File: src/rtl/operand_fetch_stage_pkg.sv
// Package riscv_pipe_pkg: shared widths, ID/EX register layout and
// control-bundle field positions for the operand fetch stage.
//
// Build option:
//   WB_BYPASS_EN  defined   -> a same-cycle WB write to a source register is
//                              forwarded (wb_data), no stall.
//                 undefined -> that case raises hazard for one cycle; the
//                              retried read sees the committed register file.
package riscv_pipe_pkg;

  localparam int XLEN       = 32;
  localparam int REG_ADDR_W = 5;
  localparam int CTRL_W     = 8;

  typedef logic [XLEN-1:0]       xlen_t;
  typedef logic [REG_ADDR_W-1:0] reg_idx_t;
  typedef logic [CTRL_W-1:0]     ctrl_t;

  // x0 is hard-wired to zero; never forwarded, never a hazard source.
  localparam reg_idx_t ZERO_REG = '0;

  // Control bundle layout. The stage passes the bundle through untouched;
  // the positions live here so EX and later stages decode it consistently.
  localparam int CTRL_ALU_OP_LSB    = 0;
  localparam int CTRL_ALU_OP_MSB    = 3;
  localparam int CTRL_ALU_SRC_B_BIT = 4;
  localparam int CTRL_MEMWRITE_BIT  = 5;
  localparam int CTRL_BRANCH_BIT    = 6;
  localparam int CTRL_JUMP_BIT      = 7;

`ifdef WB_BYPASS_EN
  localparam bit WB_BYPASS = 1'b1;
`else
  localparam bit WB_BYPASS = 1'b0;
`endif

  // ID/EX pipeline register contents.
  typedef struct packed {
    logic     valid;
    xlen_t    pc;
    xlen_t    imm;
    xlen_t    op_a;
    xlen_t    op_b;
    reg_idx_t rd;
    ctrl_t    ctrl;
    logic     memread;
    logic     regwrite;
  } ex_reg_t;

endpackage

File: src/rtl/operand_fetch_stage_if.sv
// Interface bundling every non-clock/reset signal of operand_fetch_stage.
//   slave  : the stage itself (consumes decoded instruction, produces ID/EX).
//   master : the surrounding pipeline / environment.
//
// Handshakes (both directions use the same rule): a transfer happens on a
// rising clk edge where valid and ready are both 1. valid must not depend on
// ready. id_ready is combinational and never depends on id_valid. While
// ex_valid=1 and ex_ready=0 every ex_* field is held stable.
// hazard is a debug view of the RAW/load-use stall condition.
interface operand_fetch_stage_if;
  import riscv_pipe_pkg::*;

  logic     id_valid, id_ready;
  xlen_t    id_pc, id_imm;
  ctrl_t    id_ctrl;
  reg_idx_t id_rs1, id_rs2, id_rd;
  logic     id_uses_rs1, id_uses_rs2, id_memread, id_regwrite;

  reg_idx_t read_reg_1, read_reg_2;
  xlen_t    read_data_1, read_data_2;

  logic     exm_valid, exm_regwrite, exm_memread;
  reg_idx_t exm_rd;
  xlen_t    exm_result;

  logic     wb_regwrite;
  reg_idx_t wb_rd;
  xlen_t    wb_data;

  logic     flush;
  logic     ex_ready, ex_valid;
  xlen_t    ex_pc, ex_imm, ex_op_a, ex_op_b;
  reg_idx_t ex_rd;
  ctrl_t    ex_ctrl;
  logic     ex_memread, ex_regwrite;

  logic     hazard;

  modport slave (
    input  id_valid, id_pc, id_imm, id_ctrl, id_rs1, id_rs2, id_rd,
           id_uses_rs1, id_uses_rs2, id_memread, id_regwrite,
           read_data_1, read_data_2,
           exm_valid, exm_regwrite, exm_memread, exm_rd, exm_result,
           wb_regwrite, wb_rd, wb_data, flush, ex_ready,
    output id_ready, read_reg_1, read_reg_2,
           ex_valid, ex_pc, ex_imm, ex_op_a, ex_op_b,
           ex_rd, ex_ctrl, ex_memread, ex_regwrite, hazard
  );

  modport master (
    output id_valid, id_pc, id_imm, id_ctrl, id_rs1, id_rs2, id_rd,
           id_uses_rs1, id_uses_rs2, id_memread, id_regwrite,
           read_data_1, read_data_2,
           exm_valid, exm_regwrite, exm_memread, exm_rd, exm_result,
           wb_regwrite, wb_rd, wb_data, flush, ex_ready,
    input  id_ready, read_reg_1, read_reg_2,
           ex_valid, ex_pc, ex_imm, ex_op_a, ex_op_b,
           ex_rd, ex_ctrl, ex_memread, ex_regwrite, hazard
  );

endinterface

File: src/rtl/operand_fetch_stage_forward_mux.sv
// operand_forward_mux: combinational priority select for one source operand.
//   idx        : source register index
//   rf_data    : register file read data for idx
//   exm_*      : EX/MEM stage producer
//   wb_*       : writeback port producer
//   operand    : selected value
//   wb_match   : raw WB write-to-idx indication (used for the stall when WB
//                bypass is not built in; see WB_BYPASS_EN in the package)
// Priority: x0 -> 0, EX/MEM ALU result, WB data (bypass builds only), RF.
module operand_forward_mux
  import riscv_pipe_pkg::*;
(
  input  reg_idx_t idx,
  input  xlen_t    rf_data,
  input  logic     exm_valid,
  input  logic     exm_regwrite,
  input  logic     exm_memread,
  input  reg_idx_t exm_rd,
  input  xlen_t    exm_result,
  input  logic     wb_regwrite,
  input  reg_idx_t wb_rd,
  input  xlen_t    wb_data,
  output xlen_t    operand,
  output logic     wb_match
);

  logic exm_hit;

  always_comb begin
    wb_match = wb_regwrite && (wb_rd == idx);
    // A load in MEM carries an address in exm_result, never forward it.
    exm_hit  = exm_valid && exm_regwrite && !exm_memread && (exm_rd == idx);
    operand  = rf_data;
    if (idx == ZERO_REG) begin
      operand = '0;
    end else if (exm_hit) begin
      operand = exm_result;
    end else if (WB_BYPASS && wb_match) begin
      operand = wb_data;
    end
  end

endmodule

File: src/rtl/operand_fetch_stage.sv
// operand_fetch_stage: ID->EX stage around the register file read ports.
//   clk, rst (async, active low)
//   bus (operand_fetch_stage_if.slave): decoded instruction in (id_*),
//   register file read port (read_reg_*/read_data_*), forwarding sources
//   (exm_*, wb_*), flush, and the registered ID/EX outputs (ex_*).
// Resolves RAW hazards by forwarding from EX/MEM (and WB when WB_BYPASS_EN
// is defined) and by stalling for loads in EX or MEM. Latency 1 cycle,
// throughput 1 per cycle when hazard free.
module operand_fetch_stage
  import riscv_pipe_pkg::*;
(
  input logic                  clk,
  input logic                  rst,
  operand_fetch_stage_if.slave bus
);

  ex_reg_t ex_q;
  xlen_t   op_a, op_b;
  logic    wb_match_1, wb_match_2;
  logic    haz_1, haz_2, hazard, id_ready;

  assign bus.read_reg_1 = bus.id_rs1;
  assign bus.read_reg_2 = bus.id_rs2;

  operand_forward_mux u_fwd_a (
    .idx          (bus.id_rs1),
    .rf_data      (bus.read_data_1),
    .exm_valid    (bus.exm_valid),
    .exm_regwrite (bus.exm_regwrite),
    .exm_memread  (bus.exm_memread),
    .exm_rd       (bus.exm_rd),
    .exm_result   (bus.exm_result),
    .wb_regwrite  (bus.wb_regwrite),
    .wb_rd        (bus.wb_rd),
    .wb_data      (bus.wb_data),
    .operand      (op_a),
    .wb_match     (wb_match_1)
  );

  operand_forward_mux u_fwd_b (
    .idx          (bus.id_rs2),
    .rf_data      (bus.read_data_2),
    .exm_valid    (bus.exm_valid),
    .exm_regwrite (bus.exm_regwrite),
    .exm_memread  (bus.exm_memread),
    .exm_rd       (bus.exm_rd),
    .exm_result   (bus.exm_result),
    .wb_regwrite  (bus.wb_regwrite),
    .wb_rd        (bus.wb_rd),
    .wb_data      (bus.wb_data),
    .operand      (op_b),
    .wb_match     (wb_match_2)
  );

  // A load in EX stalls twice (EX, then MEM), a load in MEM once. Without
  // WB bypass a same-cycle WB write also stalls one cycle so the retried
  // read sees the committed value.
  always_comb begin
    haz_1 = bus.id_uses_rs1 && (bus.id_rs1 != ZERO_REG) &&
            ((ex_q.valid && ex_q.memread && (ex_q.rd == bus.id_rs1)) ||
             (bus.exm_valid && bus.exm_memread && (bus.exm_rd == bus.id_rs1)) ||
             (!WB_BYPASS && wb_match_1));
    haz_2 = bus.id_uses_rs2 && (bus.id_rs2 != ZERO_REG) &&
            ((ex_q.valid && ex_q.memread && (ex_q.rd == bus.id_rs2)) ||
             (bus.exm_valid && bus.exm_memread && (bus.exm_rd == bus.id_rs2)) ||
             (!WB_BYPASS && wb_match_2));
    hazard   = haz_1 || haz_2;
    id_ready = !bus.flush && !hazard && (!ex_q.valid || bus.ex_ready);
  end

  always_ff @(posedge clk or negedge rst) begin
    if (!rst) begin
      ex_q <= '0;
    end else if (bus.flush) begin
      ex_q.valid <= 1'b0;
    end else if (ex_q.valid && !bus.ex_ready) begin
      ex_q <= ex_q;  // downstream stall: operands frozen at capture time
    end else if (bus.id_valid && id_ready) begin
      ex_q.valid    <= 1'b1;
      ex_q.pc       <= bus.id_pc;
      ex_q.imm      <= bus.id_imm;
      ex_q.op_a     <= op_a;
      ex_q.op_b     <= op_b;
      ex_q.rd       <= bus.id_rd;
      ex_q.ctrl     <= bus.id_ctrl;
      ex_q.memread  <= bus.id_memread;
      ex_q.regwrite <= bus.id_regwrite;
    end else begin
      // Bubble: only the fields that can cause side effects are cleared.
      ex_q.valid    <= 1'b0;
      ex_q.memread  <= 1'b0;
      ex_q.regwrite <= 1'b0;
    end
  end

  assign bus.id_ready    = id_ready;
  assign bus.hazard      = hazard;
  assign bus.ex_valid    = ex_q.valid;
  assign bus.ex_pc       = ex_q.pc;
  assign bus.ex_imm      = ex_q.imm;
  assign bus.ex_op_a     = ex_q.op_a;
  assign bus.ex_op_b     = ex_q.op_b;
  assign bus.ex_rd       = ex_q.rd;
  assign bus.ex_ctrl     = ex_q.ctrl;
  assign bus.ex_memread  = ex_q.memread;
  assign bus.ex_regwrite = ex_q.regwrite;

endmodule

File: src/flat_wrapper.sv
// flat-port wrapper written by rule: the top's interface ports become plain ports
module operand_fetch_stage_flat import riscv_pipe_pkg::*;
  (clk, rst, bus_id_valid, bus_id_pc, bus_id_imm, bus_id_ctrl, bus_id_rs1, bus_id_rs2, bus_id_rd, bus_id_uses_rs1, bus_id_uses_rs2, bus_id_memread, bus_id_regwrite, bus_read_data_1, bus_read_data_2, bus_exm_valid, bus_exm_regwrite, bus_exm_memread, bus_exm_rd, bus_exm_result, bus_wb_regwrite, bus_wb_rd, bus_wb_data, bus_flush, bus_ex_ready, bus_id_ready, bus_read_reg_1, bus_read_reg_2, bus_ex_valid, bus_ex_pc, bus_ex_imm, bus_ex_op_a, bus_ex_op_b, bus_ex_rd, bus_ex_ctrl, bus_ex_memread, bus_ex_regwrite, bus_hazard);
  operand_fetch_stage_if bus_i ();
  input logic clk;
  input logic rst;
  input wire logic [$bits(bus_i.id_valid)-1:0] bus_id_valid;
  input wire logic [$bits(bus_i.id_pc)-1:0] bus_id_pc;
  input wire logic [$bits(bus_i.id_imm)-1:0] bus_id_imm;
  input wire logic [$bits(bus_i.id_ctrl)-1:0] bus_id_ctrl;
  input wire logic [$bits(bus_i.id_rs1)-1:0] bus_id_rs1;
  input wire logic [$bits(bus_i.id_rs2)-1:0] bus_id_rs2;
  input wire logic [$bits(bus_i.id_rd)-1:0] bus_id_rd;
  input wire logic [$bits(bus_i.id_uses_rs1)-1:0] bus_id_uses_rs1;
  input wire logic [$bits(bus_i.id_uses_rs2)-1:0] bus_id_uses_rs2;
  input wire logic [$bits(bus_i.id_memread)-1:0] bus_id_memread;
  input wire logic [$bits(bus_i.id_regwrite)-1:0] bus_id_regwrite;
  input wire logic [$bits(bus_i.read_data_1)-1:0] bus_read_data_1;
  input wire logic [$bits(bus_i.read_data_2)-1:0] bus_read_data_2;
  input wire logic [$bits(bus_i.exm_valid)-1:0] bus_exm_valid;
  input wire logic [$bits(bus_i.exm_regwrite)-1:0] bus_exm_regwrite;
  input wire logic [$bits(bus_i.exm_memread)-1:0] bus_exm_memread;
  input wire logic [$bits(bus_i.exm_rd)-1:0] bus_exm_rd;
  input wire logic [$bits(bus_i.exm_result)-1:0] bus_exm_result;
  input wire logic [$bits(bus_i.wb_regwrite)-1:0] bus_wb_regwrite;
  input wire logic [$bits(bus_i.wb_rd)-1:0] bus_wb_rd;
  input wire logic [$bits(bus_i.wb_data)-1:0] bus_wb_data;
  input wire logic [$bits(bus_i.flush)-1:0] bus_flush;
  input wire logic [$bits(bus_i.ex_ready)-1:0] bus_ex_ready;
  output wire logic [$bits(bus_i.id_ready)-1:0] bus_id_ready;
  output wire logic [$bits(bus_i.read_reg_1)-1:0] bus_read_reg_1;
  output wire logic [$bits(bus_i.read_reg_2)-1:0] bus_read_reg_2;
  output wire logic [$bits(bus_i.ex_valid)-1:0] bus_ex_valid;
  output wire logic [$bits(bus_i.ex_pc)-1:0] bus_ex_pc;
  output wire logic [$bits(bus_i.ex_imm)-1:0] bus_ex_imm;
  output wire logic [$bits(bus_i.ex_op_a)-1:0] bus_ex_op_a;
  output wire logic [$bits(bus_i.ex_op_b)-1:0] bus_ex_op_b;
  output wire logic [$bits(bus_i.ex_rd)-1:0] bus_ex_rd;
  output wire logic [$bits(bus_i.ex_ctrl)-1:0] bus_ex_ctrl;
  output wire logic [$bits(bus_i.ex_memread)-1:0] bus_ex_memread;
  output wire logic [$bits(bus_i.ex_regwrite)-1:0] bus_ex_regwrite;
  output wire logic [$bits(bus_i.hazard)-1:0] bus_hazard;
  assign bus_i.id_valid = bus_id_valid;
  assign bus_i.id_pc = bus_id_pc;
  assign bus_i.id_imm = bus_id_imm;
  assign bus_i.id_ctrl = bus_id_ctrl;
  assign bus_i.id_rs1 = bus_id_rs1;
  assign bus_i.id_rs2 = bus_id_rs2;
  assign bus_i.id_rd = bus_id_rd;
  assign bus_i.id_uses_rs1 = bus_id_uses_rs1;
  assign bus_i.id_uses_rs2 = bus_id_uses_rs2;
  assign bus_i.id_memread = bus_id_memread;
  assign bus_i.id_regwrite = bus_id_regwrite;
  assign bus_i.read_data_1 = bus_read_data_1;
  assign bus_i.read_data_2 = bus_read_data_2;
  assign bus_i.exm_valid = bus_exm_valid;
  assign bus_i.exm_regwrite = bus_exm_regwrite;
  assign bus_i.exm_memread = bus_exm_memread;
  assign bus_i.exm_rd = bus_exm_rd;
  assign bus_i.exm_result = bus_exm_result;
  assign bus_i.wb_regwrite = bus_wb_regwrite;
  assign bus_i.wb_rd = bus_wb_rd;
  assign bus_i.wb_data = bus_wb_data;
  assign bus_i.flush = bus_flush;
  assign bus_i.ex_ready = bus_ex_ready;
  assign bus_id_ready = bus_i.id_ready;
  assign bus_read_reg_1 = bus_i.read_reg_1;
  assign bus_read_reg_2 = bus_i.read_reg_2;
  assign bus_ex_valid = bus_i.ex_valid;
  assign bus_ex_pc = bus_i.ex_pc;
  assign bus_ex_imm = bus_i.ex_imm;
  assign bus_ex_op_a = bus_i.ex_op_a;
  assign bus_ex_op_b = bus_i.ex_op_b;
  assign bus_ex_rd = bus_i.ex_rd;
  assign bus_ex_ctrl = bus_i.ex_ctrl;
  assign bus_ex_memread = bus_i.ex_memread;
  assign bus_ex_regwrite = bus_i.ex_regwrite;
  assign bus_hazard = bus_i.hazard;
  operand_fetch_stage u_core (.clk(clk), .rst(rst), .bus(bus_i));
endmodule
File: config.mk
export PLATFORM = sky130hd
export DESIGN_NAME = operand_fetch_stage_flat
export DESIGN_NICKNAME = d
export VERILOG_FILES = /design/src/rtl/operand_fetch_stage_pkg.sv /design/src/rtl/operand_fetch_stage_if.sv /design/src/rtl/operand_fetch_stage_forward_mux.sv /design/src/rtl/operand_fetch_stage.sv /design/src/flat_wrapper.sv
export SDC_FILE = /design/constraint.sdc
export NUM_CORES = 1
export LEC_CHECK = 0
export CAP_MARGIN = 0
export CELL_PAD_IN_SITES_DETAIL_PLACEMENT = 2
export CELL_PAD_IN_SITES_GLOBAL_PLACEMENT = 2
export CORE_MARGIN = 2
export CORE_UTILIZATION = 24
export DETAILED_ROUTE_END_ITERATION = 12
export GPL_ROUTABILITY_DRIVEN = 0
export PLACE_DENSITY_LB_ADDON = 0.1
export SLEW_MARGIN = 20
export SYNTH_ARGS = -nofsm -noshare
export SYNTH_HDL_FRONTEND = slang
export SYNTH_SLANG_ARGS = --single-unit
File: constraint.sdc
create_clock -name clk -period 2.5 [get_ports clk]
set_clock_uncertainty 0.2 [all_clocks]
set_input_delay 0.5 -clock clk [delete_from_list [all_inputs] [get_ports clk]]
set_output_delay 0.5 -clock clk [all_outputs]
set_load 0.01 [all_outputs]
# --- After elaboration in Yosys (flattened, before gate mapping) ---
# Cells that the tools add are included.
totals:
  reg_bits: 144
  out_inout_bits: 156
classes:
  eq_ne: 7
  n_mux: 9
  bitwise: 2
  reduce_logical: 37
ops:
  columns: ["operator", "n"]
  rows:
  - ["$mux 144", 1]
  - ["$mux 141", 1]
  - ["$mux 32", 4]
  - ["$eq 5x5->1", 6]
  - ["$logic_and 1x1->1", 20]
  - ["$logic_not 5->1", 2]
  - ["$reduce_bool 5->1", 2]
  - ["$logic_or 1x1->1", 6]
  - ["$logic_not 1->1", 5]
  - ["$reduce_and 3->1", 1]
  - ["$mux 1", 2]
  - ["$mux 2", 1]
  - ["$ne 2x2->1 const B", 1]
  - ["$not 1->1", 2]
  - ["$reduce_and 2->1", 1]

# --- Logic depth before layout (Yosys ltp) ---
# Gate-level depths: netlist of the first run.
depth:
  depth_word: 13
  mapped_depth: 10
  depth_no_buf: 6

# --- Cells and area by module ---
# A second synthesis of the first run with hierarchy kept.
hier_totals:
  cells_unflattened: 616
  area_unflattened_um2: 7156.9
by_module_without_submodules:
  columns: ["module", "n_inst", "cells_per_inst", "area_each_um2", "seq_area_each_um2"]
  rows:
  - ["operand_fetch_stage", 1, 356, 5748.0, 3603.5]
  - ["operand_forward_mux", 2, 130, 704.4, 0.0]

# --- Worst setup path before layout of the first run ---
# OpenSTA, ideal clock, no wires.
synth_path:
  path_kind: "input-to-reg"
  from: "input port bus_id_rs1[3]"
  to: "register u_core.ex_q, in the netlist u_core.bus.ex_ctrl[1]"
  setup_ps: 125
  arrival_ps: 2184
  t_required_ps: 2175
  setup_slack_ps: -9
  stages: 7
  path_buffers: 3
  path_cell_list: "or4_1 o221ai_2 and4_1 buf_4 buf_12 buf_12 mux2_4"
synth_between:
  elab_chain_cells: 11
synth_rtl:
  columns: ["item", "line", "rtl"]
  rows:
  - ["start, declared", "flat_wrapper.sv:11", "input wire logic [$bits(bus_i.id_rs1)-1:0] bus_id_rs1;"]
  - ["$eq 5x5->1 (on tied branches)", "operand_fetch_stage.sv:60, operand_fetch_stage.sv:61", null]
  - ["$logic_and 1x1->1 (on tied branches)", "operand_fetch_stage.sv:60, operand_fetch_stage.sv:61", null]
  - ["$logic_or 1x1->1", "operand_fetch_stage.sv:60", "((ex_q.valid && ex_q.memread && (ex_q.rd == bus.id_rs1)) ||"]
  - ["$logic_or 1x1->1", "operand_fetch_stage.sv:61", "(bus.exm_valid && bus.exm_memread && (bus.exm_rd == bus.id_rs1)) ||"]
  - ["$logic_and 1x1->1 (*)", "operand_fetch_stage.sv:59", "haz_1 = bus.id_uses_rs1 && (bus.id_rs1 != ZERO_REG) &&"]
  - ["$logic_or 1x1->1 (*)", "operand_fetch_stage.sv:67", "hazard = haz_1 || haz_2;"]
  - ["$logic_not 1->1 (*)", "operand_fetch_stage.sv:68", "id_ready = !bus.flush && !hazard && (!ex_q.valid || bus.ex_ready);"]
  - ["$logic_and 1x1->1 (*) (2 in a row)", "operand_fetch_stage.sv:68", null]
  - ["$logic_and 1x1->1 (*)", "operand_fetch_stage.sv:78", "end else if (bus.id_valid && id_ready) begin"]
  - ["$reduce_and 3->1 (no line) (*)", null, null]
  - ["end signal, assigned", "operand_fetch_stage.sv:77", "ex_q <= ex_q;"]
  - ["end, declared", "operand_fetch_stage.sv:17", "ex_reg_t ex_q;"]
# Mark *: on every way between the ends. The rest lies on a longest branch, timed or not.
# A chain may end at the register's enable or synchronous reset.

# --- Worst setup path after layout of the first run ---
layout_path:
  from: "input port bus_id_rs2[0]"
  to: "register u_core.ex_q, in the netlist u_core.bus.ex_pc[2]"
layout_between:
  elab_chain_cells: 11
layout_rtl:
  columns: ["item", "line", "rtl"]
  rows:
  - ["start, declared", "flat_wrapper.sv:12", "input wire logic [$bits(bus_i.id_rs2)-1:0] bus_id_rs2;"]
  - ["$eq 5x5->1 (on tied branches)", "operand_fetch_stage.sv:64, operand_fetch_stage.sv:65", null]
  - ["$logic_and 1x1->1 (on tied branches)", "operand_fetch_stage.sv:64, operand_fetch_stage.sv:65", null]
  - ["$logic_or 1x1->1", "operand_fetch_stage.sv:64", "((ex_q.valid && ex_q.memread && (ex_q.rd == bus.id_rs2)) ||"]
  - ["$logic_or 1x1->1", "operand_fetch_stage.sv:65", "(bus.exm_valid && bus.exm_memread && (bus.exm_rd == bus.id_rs2)) ||"]
  - ["$logic_and 1x1->1 (*)", "operand_fetch_stage.sv:63", "haz_2 = bus.id_uses_rs2 && (bus.id_rs2 != ZERO_REG) &&"]
  - ["$logic_or 1x1->1 (*)", "operand_fetch_stage.sv:67", null]
  - ["$logic_not 1->1 (*)", "operand_fetch_stage.sv:68", null]
  - ["$logic_and 1x1->1 (*) (2 in a row)", "operand_fetch_stage.sv:68", null]
  - ["$logic_and 1x1->1 (*)", "operand_fetch_stage.sv:78", null]
  - ["$reduce_and 3->1 (no line) (*)", null, null]
# Marks and branches as above.

==> flow_metrics.py, run 1 <==
metrics = {
    "power": {
        "p_sw_frac": 0.290,
        "p_per_area_nw_per_um2": 661,
        "intPower_mw": 5.98,
        "comb_power_share": 0.329,
        "peakVddDrop_mv": 0.409,
        "power.leakage_nw": 5.27,
        "pwr-share-seq": 0.364,
        "p_switching_mw": 2.45,
        "clkPwrFrac": 0.307,
    },
    "synth": {
        "synth_area_per_cell_um2": 13.9,
        "syn-num-nets": 761,
        "ys_ff_latch": 144,
        "ys_warn_count": 0,
        "netlist_area_um2": 7290,
        "ys_types": 25,
        "synth_edf_count": 0,
        "synth-seq-area-share": 0.495,
        "async_flop_share": 1.00,
        "synthCells": 523,
        "synth_ff_type": "dfrtp_1",
    },
    "min_path": {
        "hp-class": "flip-flop to flip-flop",
    },
    "cts": {
        "cts_max_path_buffers": 2,
        "clk_latency_ns": 0.42,
        "cts_tree": "yes",
        "clkTransAtPathRegs_ns": 0.07,
        "clkSinkCount": 144,
        "cts_made_buffers": 17,
        "ctsRootBufferMaster": "clkbuf_16",
        "h-tree-depth": 4,
    },
    "worst_setup_path": {
        "slowest_delay_ns": 0.30,
        "cp_slowest_cell": "nor3_2",
        "critPathCaptureType": "flip-flop",
        "crit_chain": "dlygate4sd2_1 -> buf_6 -> xnor2_2 -> nand3_1 -> nor3_2 -> o221ai_4 -> buf_6 -> and4_4 -> buf_12 -> buf_12 -> clkbuf_16 -> mux2_4",
        "rrSetupSlack_ns": -0.09,
        "critPathLaunchType": "input port",
        "required_ns": 2.60,
        "crit_fanout": 7,
        "timing.critical_path.buf_inv": 6,
        "critPathKind": "input port to flip-flop",
        "cp_top_family": "buffers and inverters",
        "crit_arrival_ns": 2.75,
    },
    "layout": {
        "synthToLayoutAreaGrowth_pct": 74.9,
        "fill_cells": 2956,
        "final_core_util": 0.428,
        "drive_gt1_frac": 0.308,
        "final_common_cell": "clkdlybuf4s50_1",
        "seq_area_um2": 3610,
        "final_cell_mix": "338 x clkdlybuf4s50_1, 140 x dfrtp_1, 90 x mux2_4, 65 x nor2_1, 62 x mux2i_1",
        "nNetsFinal": 1177,
        "multiInputGateArea_um2": 3550,
    },
    "drt": {
        "wl_um": 28600,
        "num_vias": 5809,
        "first_pass_iters": 4,
        "drtIter0Drc": 208,
        "ant_nets": 0,
        "via_per_inst": 4.32,
        "drc": 0,
        "post_drt_wl_per_cell_um": 21.3,
    },
    "flow_run": {
        "max_cap_viol_count": 0,
    },
    "timing": {
        "setup_viol": 106,
        "slew_violations": 0,
        "setup_ws_ns": -0.148,
        "whs_ns": 0.296,
        "final.min_clock_period_ns": 2.65,
        "slew_headroom": 0.694,
        "rsz0062_at_grt": "true",
        "tightest_slew_ns": 0.458,
        "fmax_mhz": 378,
        "finalCritPeriodShare": 1.06,
        "report.final.hold_viol_count": 0,
    },
    "placement": {
        "io_buffers": 361,
        "dp_slack_ns": -0.721,
        "dpl.hpwl_um": 21400,
    },
    "die": {
        "die_h_um": 178,
        "die-area_um2": 31800,
        "coreArea_um2": 29800,
        "initial_utilization": 0.245,
        "die_w_um": 178,
        "io_pins": 394,
        "row_count": 63,
    },
    "grt": {
        "antenna_found_initial": 2,
        "track_usage": 0.174,
        "grt_first_pass_wirelength_um": 41400,
        "grt_start_max_net_pins": 45,
        "overflow": 0,
        "grt_pass1_vias": 6852,
    },
    "outcome": {
        "status": "complete, but fails checks",
        "violations": "negative setup slack",
    },
}
## cell usage after synthesis, types with 2 or more instances
cell	instances	area (µm²)
nand4_1	4	25.0
buf_4	16	120
buf_2	6	30.0
nor2_1	67	251
mux2_4	90	1350
o22ai_1	2	12.5
xnor2_1	30	263
nor3_1	3	15.0
nand2_1	10	37.5
o21ai_0	2	10.0
or4_1	2	15.0
clkbuf_1	6	22.5
buf_12	10	200
clkbuf_2	2	10.0
nand3_1	5	25.0
o221ai_2	2	30.0
mux2i_1	64	641
dfrtp_1	144	3600
mux2_2	51	574
nand2b_1	2	12.5
## stage by stage
| stage | area [µm²] | std cells | total power, mW | setup TNS (ns) |
|---|---|---|---|---|
| after floorplan | 7290 | 523 | 4.11 | 0 |
| after CTS | 12400 | 1330 | 8.48 | -3.58 |
| after global routing | 12700 | 1344 | 8.88 | -15.26 |
| after global placement | 11600 | 1289 | 5.72 | -92.16 |
| final | 12700 | 1345 | 8.43 | -9.05 |
| after detailed placement | 11600 | 1289 | 5.79 | -96.46 |
## worst register-to-register path, stage by stage (launching register included)
cell	delay [ns]
dfrtp_2	0.45
xnor2_1	0.16
nand4_1	0.16
o22ai_2	0.26
o221ai_4	0.14
buf_4	0.15
and4_4	0.20
buf_12	0.14
buf_12	0.14
clkbuf_16	0.18
mux2_4	0.30
## worst paths after layout
check / from / to / cells past startpoint
worst max-delay path: bus_id_rs2[0] / u_core.bus.ex_pc[2] / 12
worst min-delay path: u_core.bus.ex_regwrite / u_core.bus.ex_regwrite / 2
worst max register to register: u_core.bus.ex_rd[0] / u_core.bus.ex_pc[2] / 10
worst min register to register: u_core.bus.ex_regwrite / u_core.bus.ex_regwrite / 2
max in group asynchronous: rst / u_core.bus.ex_op_b[15] / 3
min in group asynchronous: rst / u_core.bus.ex_imm[30] / 2
## per-layer routing
layer / wire length [µm] / GRT usage / up-vias
li1: - / - / 2644
met1: 11100 / 0.199 / 2900
met2: 14300 / 0.298 / 235
met3: 2630 / 0.0650 / 30
met4: 557 / 0.0572 / 0
met5: 0 / 0 / -
## cell type report
| type | instances | share of cell area |
|---|---|---|
| Timing Repair Buffer | 437 | 0.354 |
| Sequential cell | 144 | 0.283 |
| Multi-Input combinational cell | 339 | 0.278 |
| Tap cell | 390 | 0.0383 |
| Clock buffer | 18 | 0.0337 |
| Clock inverter | 14 | 0.0117 |
| Antenna cell | 3 | 0.000589 |
## logic make-up (layout without fill, tap and decap cells)
group	Yosys count	count (layout)	synth area share
other	0	3	0
buffers and inverters	40	469	0.0525
AOI/OAI and AO/OA	7	7	0.00790
DFF	144	144	0.495
and+or+nand+nor	97	97	0.0568
xor gates and xnor gates	30	30	0.0361
muxes	205	205	0.352
## sequential cells by signal, indices dropped and copies added, names as in the netlist
name	cells
u_core.bus.ex_op_b	32
u_core.bus.ex_valid	1
u_core.bus.ex_memread	1
u_core.bus.ex_ctrl	8
u_core.bus.ex_rd	5
u_core.bus.ex_pc	32
u_core.bus.ex_regwrite	1
u_core.bus.ex_imm	32
u_core.bus.ex_op_a	32
## power by group through the flow
stage	Sequential, mW	Combinational [mW]	Clock [mW]
final	3.07	2.77	2.59
after global routing	3.13	2.95	2.79
after CTS	3.07	2.73	2.68
after detailed placement	3.10	2.69	0
after global placement	3.08	2.64	0
after floorplan	3.26	0.847	0
## repair_timing
action | in CTS | in global routing
buffers inserted | 8 | 8
setup endpoints to repair | 145 | 141
endpoints found under the hold margin | 38 | 0
gates resized for setup | 49 | 50
cloned | 0 | 4
hold buffers | 1 | 0
pin swaps | 14 | 15
(Power assumes the default switching activity.)
==> inputs of run 2 (changes only) <==
--- a/config.mk
+++ b/config.mk
@@ -8,7 +8,7 @@
 export CAP_MARGIN = 0
 export CELL_PAD_IN_SITES_DETAIL_PLACEMENT = 2
 export CELL_PAD_IN_SITES_GLOBAL_PLACEMENT = 2
-export CORE_MARGIN = 2
+export CORE_MARGIN = 5
 export CORE_UTILIZATION = 24
 export DETAILED_ROUTE_END_ITERATION = 12
 export GPL_ROUTABILITY_DRIVEN = 0
==> flow_metrics.py, run 2 (synthesis results as in run 1) <==
metrics = {
    "grt": {
        "track_usage": 0.164,
        "overflow": 0,
        "antenna_found_initial": 1,
        "grt_first_pass_wirelength_um": 42600,
        "grt_pass1_vias": 6849,
        "grt_start_max_net_pins": 60,
    },
    "drt": {
        "drc": 0,
        "num_vias": 5775,
        "ant_nets": 0,
        "post_drt_wl_per_cell_um": 22.4,
        "drtIter0Drc": 144,
        "first_pass_iters": 4,
        "wl_um": 30000,
        "via_per_inst": 4.30,
    },
    "worst_setup_path": {
        "required_ns": 1.80,
        "cp_top_family": "flip-flops",
        "crit_arrival_ns": 1.92,
        "critPathCaptureType": "output port",
        "slowest_delay_ns": 0.46,
        "cp_slowest_cell": "dfrtp_2",
        "critPathKind": "flip-flop to output port",
        "crit_chain": "xnor2_2 -> nand4_1 -> o22ai_2 -> o221ai_4 -> nand2_2 -> nor2_1 -> buf_2",
        "critPathLaunchType": "flip-flop",
        "crit_fanout": 3,
        "timing.critical_path.buf_inv": 1,
    },
    "placement": {
        "dp_slack_ns": -0.744,
        "postPlaceCellArea_um2": 11600,
        "io_buffers": 361,
        "dpl.hpwl_um": 22400,
    },
    "timing": {
        "report.final.hold_viol_count": 0,
        "slew_violations": 0,
        "tightest_slew_ns": 0.649,
        "finalCritPeriodShare": 1.05,
        "finalSetupTns_ns": -3.08,
        "fmax_mhz": 382,
        "whs_ns": 0.300,
        "final.min_clock_period_ns": 2.62,
        "slew_headroom": 0.567,
        "setup_ws_ns": -0.119,
        "setup_viol": 121,
        "rsz0062_at_grt": "true",
    },
    "cts": {
        "cts_max_path_buffers": 2,
        "clkTransAtPathRegs_ns": 0.07,
        "cts_tree": "yes",
        "h-tree-depth": 4,
        "clkSinkCount": 144,
        "cts_made_buffers": 17,
        "ctsRootBufferMaster": "clkbuf_16",
        "clk_latency_ns": 0.42,
    },
    "outcome": {
        "status": "complete, but fails checks",
        "violations": "negative setup slack",
    },
    "power": {
        "power.leakage_nw": 5.32,
        "intPower_mw": 6.01,
        "peakVddDrop_mv": 0.404,
        "p_switching_mw": 2.47,
        "clkPwrFrac": 0.307,
        "comb_power_share": 0.330,
        "p_per_area_nw_per_um2": 659,
        "p_sw_frac": 0.291,
        "pwr-share-seq": 0.362,
    },
    "layout": {
        "drive_gt1_frac": 0.318,
        "finalInstanceArea_um2": 12900,
        "antenna_cells": 0,
        "nNetsFinal": 1177,
        "final_cell_mix": "338 x clkdlybuf4s50_1, 142 x dfrtp_1, 91 x mux2_4, 65 x nor2_1, 56 x mux2i_1",
        "final_common_cell": "clkdlybuf4s50_1",
        "multiInputGateArea_um2": 3620,
        "synthToLayoutAreaGrowth_pct": 76.5,
        "seq_area_um2": 3610,
        "fill_cells": 2958,
    },
    "die": {
        "io_pins": 394,
        "row_count": 63,
        "die-area_um2": 33900,
        "die_h_um": 184,
        "die_w_um": 184,
        "initial_utilization": 0.245,
        "coreArea_um2": 29800,
    },
    "flow_run": {
        "max_cap_viol_count": 0,
    },
    "min_path": {
        "hp-class": "flip-flop to flip-flop",
    },
}
## run 2: changes by cell type in the layout (fill, tap and decap cells not counted), sizes merged
cell / change
buf: -2
diode: -3
clkbuf: +2
clkinv: -1
clkdlybuf4s15: +1
inv: +1
dlygate4sd2: -1
## run 2: layout make-up
class                      instances  share of cell area
sequential                       144               0.280
clock inverter                    14              0.0114
tap                              390              0.0379
clock buffer                      18              0.0342
timing repair buffer             437               0.354
multi-input combinational        339               0.282
## run 2: through the flow
stage                      util  total power [mW]  instances
after global routing      0.432              8.92       1342
after global placement    0.390              5.74       1290
after detailed placement  0.390              5.80       1290
after floorplan               -              4.11        523
after CTS                 0.419              8.52       1332
final                     0.432              8.48       1342
## run 2: repair_timing
action,4_1_cts,5_1_grt
hold buffers,1,0
buffers inserted,8,3
hold endpoints to repair,55,0
endpoints found under the setup margin,144,142
pin swaps,15,18
gates resized for setup,67,50
cloned,1,8
## run 2: power by group through the flow
| stage | Clock [mW] | Sequential [mW] | Combinational [mW] |
|---|---|---|---|
| floorplan | 0 | 3.26 | 0.847 |
| global placement | 0 | 3.08 | 2.66 |
| detailed placement | 0 | 3.10 | 2.70 |
| CTS | 2.69 | 3.08 | 2.75 |
| global route | 2.81 | 3.14 | 2.97 |
| finish | 2.61 | 3.07 | 2.80 |
## run 2: worst paths after layout
kind / cells past startpoint / end / slack (ns) / startpoint
max: 7 / bus_id_ready / -0.12 / u_core.bus.ex_rd[4]
min: 2 / u_core.bus.ex_regwrite / 0.30 / u_core.bus.ex_regwrite
max reg2reg: 9 / u_core.bus.ex_pc[15] / -0.07 / u_core.bus.ex_rd[4]
min reg2reg: 2 / u_core.bus.ex_regwrite / 0.30 / u_core.bus.ex_regwrite
max in group asynchronous: 3 / u_core.bus.ex_imm[12] / 0.97 / rst
min in group asynchronous: 2 / u_core.bus.ex_op_a[1] / 0.45 / rst
## run 2: worst min-delay path, delay by kind of cell, from the launching register on
family,cells,cell delay (ns)
and+or+nand+nor,1,0.05
DFF,1,0.36
AOI/OAI and AO/OA,1,0.06
## run 2: routing by layer
layer,track usage,vias to the layer above,share of wire
li1,-,2641,-
met1,0.194,2871,0.40
met2,0.285,232,0.50
met3,0.0588,29,0.079
met4,0.0399,2,0.016
met5,0,-,0.00043
